===== src/rtl/usrt_tx_ctrl.sv =====
// ---------------------------------------------------------------------------
// usrt_tx_ctrl
//
// Transmit controller for a synchronous serial (USRT) link. It takes a byte
// from a tx data register (i_Busy = register holds a byte), serialises it as
// START(0), 8 data bits LSB first, optional even parity bit and STOP(1), and
// produces a serial clock whose single rising edge falls in the middle of
// every bit.
//
// Configuration macro:
//   USRT_TX_PARITY_EN - when defined, an even-parity bit is sent between the
//                       last data bit and the stop bit (11-bit frame).
//                       Undefined (default): 10-bit frame, no parity.
//
// Parameters:
//   CLKS_PER_BIT - i_Pclk cycles per serial bit (even, >= 2), default 4.
//
// Ports:
//   i_Pclk    in   clock, all state changes on its rising edge
//   i_Reset_n in   asynchronous active-low reset
//   i_Enable  in   transmitter enable, gates the start of new frames only
//   i_Busy    in   tx data register holds a valid byte
//   i_Data    in   [7:0] byte from the tx data register
//   o_Done    out  one-cycle pulse in the first START cycle, frees the register
//   o_Sclk    out  serial clock (idles high)
//   o_Tx      out  serial data line (idles high)
//   o_Active  out  high while a frame is in progress
// ---------------------------------------------------------------------------
module usrt_tx_ctrl #(
    parameter int CLKS_PER_BIT = 4
) (
    input  logic       i_Pclk,
    input  logic       i_Reset_n,
    input  logic       i_Enable,
    input  logic       i_Busy,
    input  logic [7:0] i_Data,
    output logic       o_Done,
    output logic       o_Sclk,
    output logic       o_Tx,
    output logic       o_Active
);

    // Bit counter is wide enough to hold CLKS_PER_BIT-1.
    localparam int CNT_W = (CLKS_PER_BIT > 2) ? $clog2(CLKS_PER_BIT) : 1;
    localparam logic [CNT_W-1:0] CNT_LAST = CNT_W'(CLKS_PER_BIT - 1);
    localparam logic [CNT_W-1:0] CNT_HALF = CNT_W'(CLKS_PER_BIT / 2);

    typedef enum logic [2:0] {
        IDLE   = 3'd0,
        START  = 3'd1,
        DATA   = 3'd2,
`ifdef USRT_TX_PARITY_EN
        PARITY = 3'd3,
`endif
        STOP   = 3'd4
    } state_t;

    state_t           r_State;
    logic [CNT_W-1:0] r_Bit_Cnt;
    logic [2:0]       r_Bit_Idx;
    logic [7:0]       r_Shift;

    logic             w_Cnt_Last;
    logic [CNT_W-1:0] w_Cnt_Inc;
    logic             w_Start_Ok;

    // Helper terms shared by every frame state. w_Cnt_Inc is only used when
    // the counter is not on its last value, so it never wraps.
    always_comb begin
        w_Cnt_Last = (r_Bit_Cnt == CNT_LAST);
        w_Cnt_Inc  = r_Bit_Cnt + 1'b1;
        w_Start_Ok = i_Enable & i_Busy;
    end

    // Single FSM block. All outputs are registered: every assignment below
    // sets the output value that belongs to the state/counter being entered,
    // so the outputs line up cycle-for-cycle with r_State and r_Bit_Cnt.
    // A capture (from IDLE or from the last STOP cycle) loads the byte,
    // pulses o_Done for the first START cycle and drives the start bit.
    always_ff @(posedge i_Pclk or negedge i_Reset_n) begin
        if (!i_Reset_n) begin
            r_State   <= IDLE;
            r_Bit_Cnt <= '0;
            r_Bit_Idx <= '0;
            r_Shift   <= '0;
            o_Tx      <= 1'b1;
            o_Sclk    <= 1'b1;
            o_Done    <= 1'b0;
            o_Active  <= 1'b0;
        end else begin
            o_Done <= 1'b0;
            if ((r_State != IDLE) && !w_Cnt_Last) begin
                // Still inside the current bit: advance the counter and
                // raise the serial clock for the second half of the bit.
                r_Bit_Cnt <= w_Cnt_Inc;
                o_Sclk    <= (w_Cnt_Inc >= CNT_HALF);
            end else begin
                // Bit boundary (or idle): counter restarts and the next bit
                // begins with the serial clock low.
                r_Bit_Cnt <= '0;
                o_Sclk    <= 1'b0;
                case (r_State)
                    IDLE: begin
                        if (w_Start_Ok) begin
                            r_State   <= START;
                            r_Shift   <= i_Data;
                            r_Bit_Idx <= '0;
                            o_Done    <= 1'b1;
                            o_Tx      <= 1'b0;
                            o_Active  <= 1'b1;
                        end else begin
                            o_Sclk    <= 1'b1;
                            o_Tx      <= 1'b1;
                            o_Active  <= 1'b0;
                        end
                    end

                    START: begin
                        r_State   <= DATA;
                        r_Bit_Idx <= '0;
                        o_Tx      <= r_Shift[0];
                    end

                    DATA: begin
                        if (r_Bit_Idx == 3'd7) begin
`ifdef USRT_TX_PARITY_EN
                            r_State <= PARITY;
                            o_Tx    <= ^r_Shift;
`else
                            r_State <= STOP;
                            o_Tx    <= 1'b1;
`endif
                        end else begin
                            r_Bit_Idx <= r_Bit_Idx + 3'd1;
                            o_Tx      <= r_Shift[r_Bit_Idx + 3'd1];
                        end
                    end

`ifdef USRT_TX_PARITY_EN
                    PARITY: begin
                        r_State <= STOP;
                        o_Tx    <= 1'b1;
                    end
`endif

                    STOP: begin
                        // Back-to-back frames: a waiting byte goes straight
                        // into the next START with no idle cycle between.
                        if (w_Start_Ok) begin
                            r_State   <= START;
                            r_Shift   <= i_Data;
                            r_Bit_Idx <= '0;
                            o_Done    <= 1'b1;
                            o_Tx      <= 1'b0;
                            o_Active  <= 1'b1;
                        end else begin
                            r_State   <= IDLE;
                            o_Sclk    <= 1'b1;
                            o_Tx      <= 1'b1;
                            o_Active  <= 1'b0;
                        end
                    end

                    default: begin
                        r_State  <= IDLE;
                        o_Sclk   <= 1'b1;
                        o_Tx     <= 1'b1;
                        o_Active <= 1'b0;
                    end
                endcase
            end
        end
    end

endmodule


===== config.mk =====
export PLATFORM = sky130hd
export DESIGN_NAME = usrt_tx_ctrl
export DESIGN_NICKNAME = d
export VERILOG_FILES = /design/src/rtl/usrt_tx_ctrl.sv
export SDC_FILE = /design/constraint.sdc
export NUM_CORES = 1
export LEC_CHECK = 0
export BUFFER_PORTS_ARGS = -buffer_cell sky130_fd_sc_hd__buf_2
export CAP_MARGIN = 10
export CORE_AREA = 2 2 49 51
export CTS_CLUSTER_DIAMETER = 50
export DETAILED_ROUTE_END_ITERATION = 6
export DIE_AREA = 0 0 51 53
export GPL_TIMING_DRIVEN = 0
export PLACE_DENSITY_LB_ADDON = 0.15
export SYNTH_ARGS = -nofsm -noshare
export SYNTH_HDL_FRONTEND = slang
export SYNTH_SLANG_ARGS = --single-unit

===== constraint.sdc =====
create_clock -name i_Pclk -period 2 [get_ports i_Pclk]
set_input_delay 0.1 -clock i_Pclk [delete_from_list [all_inputs] [get_ports i_Pclk]]
set_output_delay 0.1 -clock i_Pclk [all_outputs]
set_load 0.02 [all_outputs]

After elaboration in Yosys (flattened, before gate mapping)

Cells that the tools add are included.

Add/sub/neg operators: 2
$lt $le $gt $ge: 2
Eq/ne operators: 9
Mux-type cells: 19
Bitwise logic cells: 3
Reduce and logical (&&, ||, !) cells: 11

Operator list:

| operator                                                                     | number |
|---|---|
| 3-bit 2-to-1 mux                                                             | 4 |
| 3-bit one-hot mux with 4 select lines                                        | 1 |
| 3-bit one-hot mux with 3 select lines                                        | 1 |
| 1-bit 2-to-1 mux                                                             | 8 |
| 3-bit equality test, second input constant                                   | 2 |
| 2-bit inequality test, second input constant                                 | 3 |
| 3-bit AND reduction                                                          | 2 |
| 3-bit nonzero test                                                           | 2 |
| 3-bit by 4-bit less-than comparator with 1-bit output, second input constant | 1 |
| 1-bit one-hot mux with 2 select lines                                        | 2 |
| 4-bit AND reduction                                                          | 1 |
| 2-bit OR reduction                                                           | 2 |
| 3-bit by 1-bit adder with 3-bit output, second input constant                | 1 |
| 1-bit binary-select mux with 3-bit select                                    | 1 |
| 3-bit by 1-bit equality test with 1-bit output, second input constant        | 1 |
| 3-bit by 2-bit equality test with 1-bit output, second input constant        | 1 |
| 3-bit zero test                                                              | 1 |
| 1-bit one-hot mux with 3 select lines                                        | 1 |
| 2-bit by 1-bit adder with 2-bit output, second input constant                | 1 |
| 2-bit equality test, second input constant                                   | 1 |
| 2-bit >= comparator, second input constant                                   | 1 |
| 2-bit 2-to-1 mux                                                             | 1 |
| 2-bit by 1-bit inequality test with 1-bit output, second input constant      | 1 |
| 1-bit inverter                                                               | 2 |
| other kinds (4)                                                              | 4 |

Flip-flop bits (word level): 20
Bits of input ports: 12

Longest topological paths before layout

Word-level depth: 5
Depth in mapped cells: 6
Depth with buffers taken out: 6

Worst setup path before layout

Ideal clock, no wire load.

Path kind: register to register
Start point: register r_Bit_Idx[0]
End point: register r_Bit_Idx[0]
Data arrival time: 1.576 ns
Required time: 1.875 ns
Setup slack: 0.299 ns
Cell stages (with the launch flop): 7
Period minus slack after synthesis: 1.701 ns
Path through: dfrtp_1 ha_1 ha_1 and2_1 o31ai_2 o2111ai_1 mux2_4

Cells in the longest elaborated chain, start to end: 3

RTL lines:

| item                                                                          | line     | text |
|---|---|---|
| from (decl)                                                                   | 60       | `logic [2:0] r_Bit_Idx;` |
| from (signal assigned)                                                        | 134      | `r_Bit_Idx <= r_Bit_Idx + 3'd1;` |
| 3-bit by 1-bit adder with 3-bit output or 3-bit equality test (tied branches) | 134, 125 |  |
| 3-bit 2-to-1 mux or 2-bit inequality test (tied branches)                     | -        |  |
| 3-bit one-hot mux with 3 select lines or 4-bit AND reduction (tied branches)  | -        |  |

Several ways; a longest one is shown, not always the timed one. The select of a mux whose other input is x is not followed.
A chain may end at the register's enable or synchronous reset.

Final worst setup path

Same ends and word-level chain as after synthesis.

==> PnR_summary.wiki <==
{| class="wikitable"
! Metric !! Value
|-
| Outcome || finished, final reports clean
|-
| CTS root buffer || sky130_fd_sc_hd__clkbuf_4
|-
| Power Total || 1.64 mW
|-
| Top achievable clock speed || 0.541 GHz
|-
| Dominant synthesized flop cell || sky130_fd_sc_hd__dfrtp_1
|-
| Clock buffers created by TritonCTS || 3
|-
| Post-synthesis mux area share || 14.2%
|-
| Pin count of the biggest net entering global routing || 21
|-
| Type of the worst setup path || register to register
|-
| Die width || 51 um
|-
| Accumulated negative setup slack || 0 ns
|-
| # fillers || 195
|-
| Maximum ir drop on the vdd rail || 0.700 mV
|-
| Post-CTS Resized || 0
|-
| Average cell area after synthesis || 11.8 um2
|-
| Initial DRC count || 8
|-
| Area of the core || 2150 um2
|-
| Share of final-layout standard cells stronger than drive strength 1 || 32.1%
|-
| Yosys warns || 0
|-
| Full die area || 2700 um2
|-
| Largest fanout of any net on the critical path || 5
|-
| Class of the most critical hold timing path || primary input to register
|-
| Count of final hold-check violations || 0
|-
| Proportion of register bits with asynchronous set or reset after synthesis || 100%
|-
| Number of violations of the max-capacitance limit || 0
|-
| Detailed-route via count || 700
|-
| Pins over their slew limit || 0
|-
| Worst path required time || 2.19 ns
|-
| Post-synthesis share of cell area spent on full adders, half adders and majority gates || 3.61%
|-
| Starting density of the core || 48.3%
|-
| Count of TritonRoute iterations in the first routing pass || 4
|-
| Clock-pin slew on the worst setup and hold paths || 0.11 ns
|-
| Number of synthesized register bits || 20
|-
| Y dimension of the die || 53 um
|-
| Setup Fix Bufs, Post-CTS || 0
|-
| PwrDens || 1360 nW/um2
|-
| Later-pin clock latency in the skew report || 0.29 ns
|-
| Final Cycle Share || 92.4%
|-
| Worst Tran Pin Value || 0.481 ns
|-
| Combined area of all synthesized cells || 1040 um2
|-
| ANT nets after route || 0
|-
| Site row count || 17
|-
| Initial antenna violation count || 0
|-
| TritonCTS clock tree || done
|-
| Nature of the critical path startpoint || register
|-
| Count of port buffers added during placement || 15
|-
| Worst clock skew on the final layout || 0.00155 ns
|-
| Half-perimeter wire length after detailed placement || 1340 um
|-
| Post-layout min period || 1.85 ns
|-
| Area share of and/or/nand/nor cells after synthesis || 15.7%
|-
| Unrepaired setup endpoints after global routing || false
|-
| Overflow after GRT || 0
|-
| Post-DR vias/cell || 5.11
|-
| Synth Net Count || 103
|-
| Via count of the first global-routing pass || 685
|-
| Weighted congestion reported at the end of routability-driven placement || 0.743
|-
| Post-synth EDFFs || 0
|-
| Clock Sink Count || 20
|-
| Total Wirelength || 1800 um
|-
| Antenna fix cells || 0
|-
| Share of synthesized area occupied by flip-flops and latches || 48.4%
|-
| Footprint of the multi-input gates || 488 um2
|-
| Number of library cell types mapped by synthesis || 38
|-
| Post-layout instance area || 1200 um2
|-
| Compound-Gate Fraction of Synth Area || 13.5%
|-
| Sequential cell area || 503 um2
|-
| Final Net Count || 125
|-
| Routed wire length per instance || 13.1 um
|-
| Data arrival at the endpoint of the critical path || 2.04 ns
|-
| Instance area at placement || 1150 um2
|-
| CP endpoint kind || register
|-
| Dominant combinational cell family by area after synthesis || simple AND/OR/NAND/NOR gates
|-
| Area grow syn2layout || 16.0%
|-
| XOR/XNOR share of the synthesized area || 0%
|-
| R2r setup slk || 0.15 ns
|-
| Level count of the clock H-tree || 1
|-
| Top Ports || 16
|-
| Wire length of the first global-routing pass || 3140 um
|-
| Static Leak || 0.575 nW
|-
| Cell count after synthesis || 88
|-
| Slew Limit Headroom || 67.9%
|-
| Global-route usage over all layers || 16.1%
|-
| DRC violations left || 0
|-
| Clock buffer depth || 2
|-
| Total of endpoints with negative setup slack in the final report || 0
|}
[placed cells by master, fill, tap and decap left out, types with 2 or more instances in the layout]
cell                            Yosys  routed
sky130_fd_sc_hd__a21o_1             2       2
sky130_fd_sc_hd__a22o_1             2       2
sky130_fd_sc_hd__buf_2              2      17
sky130_fd_sc_hd__buf_4              2       2
sky130_fd_sc_hd__clkbuf_4           0       3
sky130_fd_sc_hd__dfrtp_1           18      18
sky130_fd_sc_hd__dfstp_2            2       2
sky130_fd_sc_hd__dlygate4sd3_1      0       2
sky130_fd_sc_hd__ha_1               3       3
sky130_fd_sc_hd__inv_1              3       3
sky130_fd_sc_hd__mux2_1             7       7
sky130_fd_sc_hd__mux2i_1            2       2
sky130_fd_sc_hd__nand2_1            3       3
sky130_fd_sc_hd__nand3_1            2       2
sky130_fd_sc_hd__nor2_1             4       4
sky130_fd_sc_hd__nor2b_1            3       3
sky130_fd_sc_hd__nor3_1             4       4
sky130_fd_sc_hd__o2111ai_1          2       2
sky130_fd_sc_hd__o21ai_0            6       6
[registers in the layout, indices dropped and copies added (netlist names)]
name / flops
r_Shift: 8
r_Bit_Idx: 3
r_State: 3
r_Bit_Cnt: 2
o_Active: 1
o_Done: 1
o_Sclk: 1
o_Tx: 1
[timing repair]
action,in CTS,in global routing
hold buffers,1,1
endpoints found under the hold margin,18,1
endpoints found under the setup margin,0,0
[cell usage after synthesis (2+ instances only)]
cell type                    n  share of area, %
sky130_fd_sc_hd__mux2_1      7               7.6
sky130_fd_sc_hd__a22o_1      2               1.7
sky130_fd_sc_hd__dfrtp_1    18                43
sky130_fd_sc_hd__mux2i_1     2               1.9
sky130_fd_sc_hd__dfstp_2     2               5.1
sky130_fd_sc_hd__ha_1        3               3.6
sky130_fd_sc_hd__nand2_1     3               1.1
sky130_fd_sc_hd__buf_4       2               1.4
sky130_fd_sc_hd__inv_1       3               1.1
sky130_fd_sc_hd__o2111ai_1   2               1.7
sky130_fd_sc_hd__nand3_1     2              0.96
sky130_fd_sc_hd__nor2_1      4               1.4
sky130_fd_sc_hd__nor3_1      4               1.9
sky130_fd_sc_hd__o21ai_0     6               2.9
sky130_fd_sc_hd__buf_2       2              0.96
sky130_fd_sc_hd__a21o_1      2               1.4
sky130_fd_sc_hd__nor2b_1     3               1.8
[worst max-delay path, cell delays in order, from the launching register on]
cell                        delay (ns)
sky130_fd_sc_hd__dfrtp_1          0.46
sky130_fd_sc_hd__ha_1             0.23
sky130_fd_sc_hd__ha_1             0.22
sky130_fd_sc_hd__and2_1           0.18
sky130_fd_sc_hd__o31ai_2          0.17
sky130_fd_sc_hd__o2111ai_1        0.20
sky130_fd_sc_hd__mux2_4           0.30
[per-layer routing]
layer	up-vias	track usage [%]	routed length, um
met5	-	0	0
met2	11	25.1	803
met3	2	3.39	54
met4	0	8.11	16
li1	360	-	-
met1	327	21.3	923
[through the flow]
| step | std cells | setup slack, ns | hold WS [ns] | utilization [%] |
|---|---|---|---|---|
| 3_3_place_gp | 131 | 0.152 | 0.0707 | 53.5 |
| 2_1_floorplan | 88 | 0.299 | -0.196 | - |
| 4_1_cts | 136 | 0.122 | 0.00232 | 55.6 |
| 6_report | 137 | 0.151 | 0.0137 | 56.1 |
| 3_5_place_dp | 131 | 0.138 | 0.0734 | 53.5 |
| 5_1_grt | 137 | 0.0323 | 0.00676 | 56.1 |
[power breakdown]
part	internal, mW	switching [mW]
logic	0.374	0.352
clock network	0.111	0.117
registers	0.584	0.0976
total	1.07	0.567
[cell type report]
| class | instances | area share (%) |
|---|---|---|
| Sequential cell | 20 | 41.7 |
| Multi-Input combinational cell | 60 | 40.5 |
| Timing Repair Buffer | 17 | 7.89 |
| Clock buffer | 4 | 3.01 |
| Buffer | 5 | 3.01 |
| Tap cell | 28 | 2.91 |
| Inverter | 3 | 0.935 |
[cells by family after synthesis]
group,after synthesis
and+or+nand+nor,26
AOI/OAI and AO/OA,19
muxes,12
adders and majority gates,3
DFF,20
buffers and inverters,8
[final timing paths]
check,cells after the start,end,startpoint
max,6,r_Bit_Idx[0],r_Bit_Idx[0]
min,2,r_Shift[5],i_Data[5]
max reg2reg,6,r_Bit_Idx[0],r_Bit_Idx[0]
min reg2reg,1,r_Bit_Cnt[0],r_Bit_Cnt[0]
max in group asynchronous,2,o_Tx,i_Reset_n
min in group asynchronous,2,r_State[2],i_Reset_n
Power figures use the tool's default switching activity.
